===== config.mk =====
export PLATFORM = sky130hd
export DESIGN_NAME = tone_decoder
export DESIGN_NICKNAME = d
export VERILOG_FILES = /design/src/rtl/tone_pkg.sv /design/src/rtl/tone_matcher.sv /design/src/rtl/tone_decoder.sv
export SDC_FILE = /design/constraint.sdc
export NUM_CORES = 1
export LEC_CHECK = 0
export ABC_AREA = 1
export BUFFER_PORTS_ARGS = -buffer_cell sky130_fd_sc_hd__buf_4
export CAP_MARGIN = 10
export CORE_MARGIN = 1
export CORE_UTILIZATION = 40
export DETAILED_ROUTE_END_ITERATION = 8
export HOLD_SLACK_MARGIN = 0.1
export PLACE_DENSITY_LB_ADDON = 0.05
export REMOVE_ABC_BUFFERS = 1
export SETUP_SLACK_MARGIN = 0.1
export SYNTH_ARGS = -nofsm -noshare
export SYNTH_HDL_FRONTEND = slang
export SYNTH_SLANG_ARGS = --single-unit

===== constraint.sdc =====
create_clock -name clk -period 5.3 [get_ports clk]
set_input_delay 0 -clock clk [delete_from_list [all_inputs] [get_ports clk]]
set_output_delay 0 -clock clk [all_outputs]
set_load 0.02 [all_outputs]

===== src/rtl/tone_pkg.sv =====
// Shared constants for the tone decoder: note frequency table, note codes and FSM states.
package tone_pkg;

  localparam int NOTE_CNT = 21;

  localparam logic [4:0] NOTE_SIL = 5'd0;
  localparam logic [4:0] NOTE_BAD = 5'd31;

  // low do..si, mid do..si, high do..si
  localparam int NOTE_HZ [1:NOTE_CNT] = '{
    131, 147, 165, 175, 196, 220, 247,
    262, 294, 330, 349, 392, 440, 494,
    523, 587, 659, 698, 784, 880, 988
  };

  typedef enum logic [1:0] {
    ST_IDLE    = 2'd0,
    ST_MEASURE = 2'd1,
    ST_MATCH   = 2'd2
  } state_t;

  function automatic logic [23:0] note_period(input int clk_hz, input int idx);
    return 24'(clk_hz / NOTE_HZ[idx]);
  endfunction

endpackage


===== src/rtl/tone_matcher.sv =====
// Sequential note search: one period-table entry per cycle over 21 cycles, then a done strobe
// with the first matching note code (NOTE_BAD when nothing is within tolerance).
module tone_matcher
  import tone_pkg::*;
#(
  parameter int CLK_HZ = 100_000_000
) (
  input  logic        clk,
  input  logic        rst_n,
  input  logic        start,
  input  logic [23:0] period,
  output logic        done,
  output logic [4:0]  code
);

  logic [23:0] period_tab [0:31];
  logic [23:0] meas_reg;
  logic [4:0]  idx_reg;
  logic        busy_reg;
  logic [4:0]  hit_reg, hit_next;
  logic        done_reg;
  logic [24:0] diff, abs_diff;
  logic        hit;

  // Unused slots stay zero so any index value is a legal read.
  for (genvar gi = 0; gi < 32; gi++) begin : g_tab
    if (gi >= 1 && gi <= NOTE_CNT) begin : g_note
      assign period_tab[gi] = note_period(CLK_HZ, gi);
    end else begin : g_pad
      assign period_tab[gi] = '0;
    end
  end

  always_comb begin
    diff     = {1'b0, meas_reg} - {1'b0, period_tab[idx_reg]};
    abs_diff = diff[24] ? (~diff + 25'd1) : diff;
    hit      = busy_reg && (abs_diff <= {6'd0, period_tab[idx_reg][23:5]});
    hit_next = hit_reg;
    if (hit && hit_reg == NOTE_BAD) hit_next = idx_reg;
  end

  always_ff @(posedge clk or negedge rst_n) begin
    if (!rst_n) begin
      meas_reg <= '0;
      idx_reg  <= '0;
      busy_reg <= 1'b0;
      hit_reg  <= NOTE_BAD;
      done_reg <= 1'b0;
    end else begin
      done_reg <= 1'b0;
      if (start) begin
        meas_reg <= period;
        idx_reg  <= 5'd1;
        busy_reg <= 1'b1;
        hit_reg  <= NOTE_BAD;
      end else if (busy_reg) begin
        hit_reg <= hit_next;
        if (idx_reg == 5'(NOTE_CNT)) begin
          busy_reg <= 1'b0;
          done_reg <= 1'b1;
        end else begin
          idx_reg <= idx_reg + 5'd1;
        end
      end
    end
  end

  assign done = done_reg;
  assign code = hit_reg;

endmodule


===== src/rtl/tone_decoder.sv =====
// Tone decoder top: synchroniser, period counter, FSM and note stability/silence tracking.
// Defining TONE_DEC_DURATION_EN adds dur_ms, the time the current note_code has been held.
module tone_decoder
  import tone_pkg::*;
#(
  parameter int CLK_HZ      = 100_000_000,
  parameter int STABLE_CNT  = 3,
  parameter int SILENCE_CYC = 10_000_000
) (
  input  logic        clk,
  input  logic        rst_n,
  input  logic        tone_in,
  output logic [4:0]  note_code,
  output logic        note_valid,
  output logic        locked,
`ifdef TONE_DEC_DURATION_EN
  output logic [15:0] dur_ms,
`endif
  output logic [23:0] period_out
);

  localparam logic [23:0] SIL_LIMIT = 24'(SILENCE_CYC);
  localparam logic [3:0]  STABLE    = 4'(STABLE_CNT);

  logic [2:0]  sync_reg;
  logic        rise;
  logic [23:0] count_reg;
  logic        count_sat;
  state_t      state_reg, state_next;
  logic        capture, silence;
  logic        match_done;
  logic [4:0]  match_code;
  logic [4:0]  cand_reg, cand_next;
  logic [3:0]  stab_reg, stab_next;
  logic [4:0]  code_reg, code_next;
  logic        valid_reg, valid_next;
  logic        locked_reg;
  logic [23:0] period_reg;

  // Bits 0/1 form the synchroniser; bit 2 is the previous synchronised level.
  always_ff @(posedge clk or negedge rst_n) begin
    if (!rst_n) sync_reg <= '0;
    else        sync_reg <= {sync_reg[1:0], tone_in};
  end
  assign rise = sync_reg[1] & ~sync_reg[2];

  assign count_sat = (count_reg >= SIL_LIMIT);
  always_ff @(posedge clk or negedge rst_n) begin
    if (!rst_n)          count_reg <= '0;
    else if (rise)       count_reg <= '0;
    else if (!count_sat) count_reg <= count_reg + 24'd1;
  end

  always_ff @(posedge clk or negedge rst_n) begin
    if (!rst_n) state_reg <= ST_IDLE;
    else        state_reg <= state_next;
  end

  always_comb begin
    state_next = state_reg;
    case (state_reg)
      ST_IDLE:    if (rise) state_next = ST_MEASURE;
      ST_MEASURE: if (rise) state_next = ST_MATCH;
                  else if (count_sat) state_next = ST_IDLE;
      ST_MATCH:   if (match_done) state_next = ST_MEASURE;
      default:    state_next = ST_IDLE;
    endcase
  end

  always_comb begin
    capture = 1'b0;
    silence = 1'b0;
    case (state_reg)
      ST_IDLE:    silence = count_sat && !rise;
      ST_MEASURE: begin
        capture = rise;
        silence = count_sat && !rise;
      end
      default: ;
    endcase
  end

  // The edge cycle itself counts, so the captured period is the edge-to-edge distance.
  tone_matcher #(.CLK_HZ(CLK_HZ)) u_matcher (
    .clk    (clk),
    .rst_n  (rst_n),
    .start  (capture),
    .period (count_reg + 24'd1),
    .done   (match_done),
    .code   (match_code)
  );

  always_comb begin
    cand_next = cand_reg;
    stab_next = stab_reg;
    code_next = code_reg;
    if (silence) begin
      cand_next = NOTE_SIL;
      stab_next = '0;
      code_next = NOTE_SIL;
    end else if (match_done) begin
      if (match_code == cand_reg) begin
        if (stab_reg != 4'hF) stab_next = stab_reg + 4'd1;
      end else begin
        cand_next = match_code;
        stab_next = 4'd1;
      end
      if (stab_next == STABLE && cand_next != code_reg) code_next = cand_next;
    end
    valid_next = (code_next != code_reg);
  end

  always_ff @(posedge clk or negedge rst_n) begin
    if (!rst_n) begin
      cand_reg   <= NOTE_SIL;
      stab_reg   <= '0;
      code_reg   <= NOTE_SIL;
      valid_reg  <= 1'b0;
      locked_reg <= 1'b0;
      period_reg <= '0;
    end else begin
      cand_reg   <= cand_next;
      stab_reg   <= stab_next;
      code_reg   <= code_next;
      valid_reg  <= valid_next;
      locked_reg <= (code_next != NOTE_SIL) && (code_next != NOTE_BAD);
      if (capture) period_reg <= count_reg + 24'd1;
    end
  end

  assign note_code  = code_reg;
  assign note_valid = valid_reg;
  assign locked     = locked_reg;
  assign period_out = period_reg;

`ifdef TONE_DEC_DURATION_EN
  localparam logic [23:0] MS_DIV = 24'(CLK_HZ / 1000);

  logic [23:0] presc_reg;
  logic [15:0] dur_reg;

  always_ff @(posedge clk or negedge rst_n) begin
    if (!rst_n) begin
      presc_reg <= '0;
      dur_reg   <= '0;
    end else if (valid_next) begin
      presc_reg <= '0;
      dur_reg   <= '0;
    end else if (presc_reg == MS_DIV - 24'd1) begin
      presc_reg <= '0;
      if (dur_reg != 16'hFFFF) dur_reg <= dur_reg + 16'd1;
    end else begin
      presc_reg <= presc_reg + 24'd1;
    end
  end

  assign dur_ms = dur_reg;
`endif

endmodule


==> impl_metrics.py <==
metrics = {
    "timing": {
        "worst_pin_slew_ns": 0.819,
        "grt_setup_unrepaired": "no",
        "fin_crit_ns": 4.78,
        "hold_violations": 0,
        "slew_headroom_pct": 45.3,
        "skew_ns": 0.0169,
        "fmaxAchievable_ghz": 0.209,
        "fin_ws_ns": 0.525,
        "slew_violations": 0,
        "setup-tns-final_ns": 0,
        "finalSetupViolations": 0,
        "finalCritPeriodShare_pct": 90.1,
    },
    "layout": {
        "postLayoutCellArea_um2": 8330,
        "nets": 1198,
        "syn2layout_area_growth_pct": 15.4,
        "drive_above_1_share_pct": 14.8,
        "num_antenna_cells": 0,
        "fin_cells": 1373,
        "fill_cells": 1780,
        "ff_latch_area_um2": 2040,
        "multi_input_area_um2": 4570,
    },
    "floorplanning": {
        "start_util_pct": 41.3,
        "num_rows": 48,
        "die_area_um2": 18600,
        "die_h_um": 136,
        "die_w_um": 136,
        "core_area_um2": 17500,
        "ioPinCount": 34,
    },
    "synthesis": {
        "synth-seq-area-share_pct": 28.2,
        "ys_warn_count": 0,
        "ys_seq_elements": 81,
        "async_flop_share_pct": 100,
        "ys.flop_type": "dfrtp_1",
        "syn-instance-count": 1092,
        "ys_types": 52,
        "avgSynthCellArea_um2": 6.61,
        "synthTopCellsByArea": "dfrtp_1 (26%), nand2_1 (16%), ha_1 (8.8%), inv_1 (8.6%), nand3_1 (5.2%)",
        "synth_edf_count": 0,
        "synth_top_area_cell": "dfrtp_1",
        "synth_largest_type_area_fraction_pct": 26.3,
        "synth_area_um2": 7220,
    },
    "worst_setup_path": {
        "rr_worst_depth": 34,
        "criticalPathCategory": "reg2reg",
        "worst_r2r_endpoint": "u_matcher.code[0]",
        "r2r_start": "u_matcher.idx_reg[1]",
        "rrSetupSlack_ns": 0.52,
        "crit_fanout": 6,
        "critPathArrivalTime_ns": 5.06,
        "crit_path_start_kind": "flop",
        "cp-end-kind": "flop",
        "crit_end": "u_matcher.code[0]",
        "critPathMaxStageDelay_ns": 0.43,
        "worst_ep_required_time_ns": 5.58,
        "critPathSlowestCell": "dfrtp_2",
        "critPathLaunch": "u_matcher.idx_reg[1]",
        "cp_common_cell": "nand2_1",
    },
    "pwr": {
        "p_sw_share_pct": 54.2,
        "power.net_switching_w": 0.00300,
        "powerDensity_nw_per_um2": 665,
        "pwr-share-comb_pct": 72.8,
        "p_leak_nw": 4.42,
        "p_seq_share_pct": 16.1,
        "clkPwrFrac_pct": 11.2,
        "internal_power_w": 0.00254,
        "ir_worst_vdd_uv": 289,
    },
    "placed_design": {
        "gp_congestion": 0.950,
        "numPortBuffers": 33,
        "place_area_um2": 7770,
        "place_inst": 1342,
        "pre_cts_ws_ns": 0.150,
        "dpl.hpwl_um": 16800,
    },
    "clocking": {
        "clock_path_buffers": 2,
        "clk-insertion-delay-late_ns": 0.35,
        "cts.clk_slew.worst_paths_ns": 0.07,
        "root_buffer": "clkbuf_16",
        "htreeDepth": 3,
        "numClockSinks": 81,
        "cts_tree": "done",
        "cts_buffers": 9,
    },
    "global_route": {
        "overflow": 0,
        "grt_pass1_vias": 6749,
        "track_usage_pct": 23.9,
        "grt_max_degree": 46,
        "antenna_found_initial": 0,
        "grt_pass1_wl_um": 34300,
    },
    "run": {
        "drv_cap": 0,
    },
    "detailed_routing": {
        "routedWlPerCell_um": 15.5,
        "via_per_inst": 5.18,
        "drtIter0Drc": 486,
        "drc": 0,
        "vias": 7115,
        "ant_nets": 0,
        "drtPass1Iterations": 5,
        "drt-total-wl_um": 21300,
    },
    "status": {
        "status": "finished clean",
    },
    "worst_hold_path": {
        "hp-class": "in2async",
    },
}
-- power by group through the flow --
stage	clock network, W	logic, W	registers (W)
floorplan	0	0.00273	0.000894
global placement	0	0.00382	0.000898
detailed placement	0	0.00377	0.000899
CTS	0.000638	0.00380	0.000890
global route	0.000658	0.00459	0.000910
finish	0.000618	0.00403	0.000890
-- synthesized netlist by cell type (4+ instances only) --
| master | count |
|---|---|
| nand2_1 | 316 |
| inv_1 | 165 |
| dfrtp_1 | 76 |
| nor2_1 | 76 |
| nand3_1 | 75 |
| o21ai_0 | 70 |
| ha_1 | 51 |
| xor2_1 | 35 |
| a21oi_1 | 31 |
| nor3_1 | 21 |
| clkbuf_1 | 20 |
| nand4_1 | 19 |
| o22ai_1 | 18 |
| nand2_2 | 13 |
| o211ai_1 | 12 |
| xnor2_1 | 12 |
| a31oi_1 | 11 |
| inv_2 | 9 |
| nor2_2 | 8 |
| nand3_2 | 7 |
| dfstp_2 | 5 |
| or2_2 | 4 |
-- cell families after synthesis --
| group | Yosys count | share of synthesized area [%] |
|---|---|---|
| and+or+nand+nor | 553 | 33.6 |
| buffers and inverters | 201 | 10.6 |
| AOI/OAI and AO/OA | 158 | 12.8 |
| DFF | 81 | 28.2 |
| adders and majority gates | 52 | 9.12 |
| xor gates and xnor gates | 47 | 5.70 |
-- critical path, delay by kind of cell (launching register included) --
kind            cells  cell delay, ns
simple gates       19            1.97
fa+ha+maj           3            1.01
xor+xnor            1            0.14
buf+inv             5            0.47
compound gates      6            0.69
flops               1            0.43
-- routing by layer --
metal	track usage (%)	wire length [µm]	up-vias
met2	40.0	10200	168
met3	3.73	974	36
met4	9.14	520	0
met1	30.6	9640	3288
met5	0	0	-
li1	-	-	3623
-- worst min-delay path by stage --
stage / cells past startpoint / startpoint / slack [ns] / end
after floorplan: 0 / rst_n / -0.30 / cand_reg[0]
after global placement: 1 / rst_n / 0.03 / u_matcher.idx_reg[2]
after detailed placement: 1 / rst_n / 0.04 / u_matcher.idx_reg[2]
after CTS: 2 / rst_n / 0.20 / u_matcher.idx_reg[2]
after global routing: 2 / rst_n / 0.26 / u_matcher.idx_reg[4]
final: 2 / rst_n / 0.17 / u_matcher.idx_reg[2]
-- layout make-up --
type                    instances  share of cell area, %
multi-input cells             811                   54.8
flip-flops and latches         81                   24.5
inverters                     177                   8.13
repair buffers                 63                   5.74
well taps                     225                   3.38
clock buffers                  10                   2.87
clock inverters                 6                  0.601
-- per-stage QoR --
| step | hold WS (ns) | power (W) | utilization, % |
|---|---|---|---|
| 2_1_floorplan | -0.296 | 0.00362 | - |
| 3_3_place_gp | 0.0295 | 0.00472 | 44.5 |
| 3_5_place_dp | 0.0372 | 0.00467 | 44.5 |
| 4_1_cts | 0.203 | 0.00533 | 46.2 |
| 5_1_grt | 0.256 | 0.00616 | 47.7 |
| 6_report | 0.174 | 0.00554 | 47.7 |
-- layout by cell type (no fill, tap or decap), drive strengths merged, types with 2 or more instances in the layout --
cell type,Yosys,final
nand2,330,330
inv,175,177
nand3,84,85
nor2,85,85
dfrtp,76,76
o21ai,70,70
buf,3,61
ha,51,51
xor2,35,35
a21oi,32,32
nor3,22,22
nand4,19,19
o22ai,18,18
o211ai,12,12
xnor2,12,12
a31oi,12,12
clkbuf,21,10
dfstp,5,5
or2,5,5
nand3b,3,3
clkinvlp,0,3
clkinv,2,3
a21o,2,2
nor4,2,2
a211oi,2,2
dlygate4sd3,0,2
-- repair_timing --
action / CTS / global route
cloned: 0 / 1
hold endpoints to repair: 44 / 0
endpoints found under the setup margin: 2 / 5
gates resized for setup: 1 / 43
hold buffers: 2 / 0
buffers inserted: 0 / 12
pin swaps: 0 / 8
Note: power is estimated with default switching activity, not from simulation.
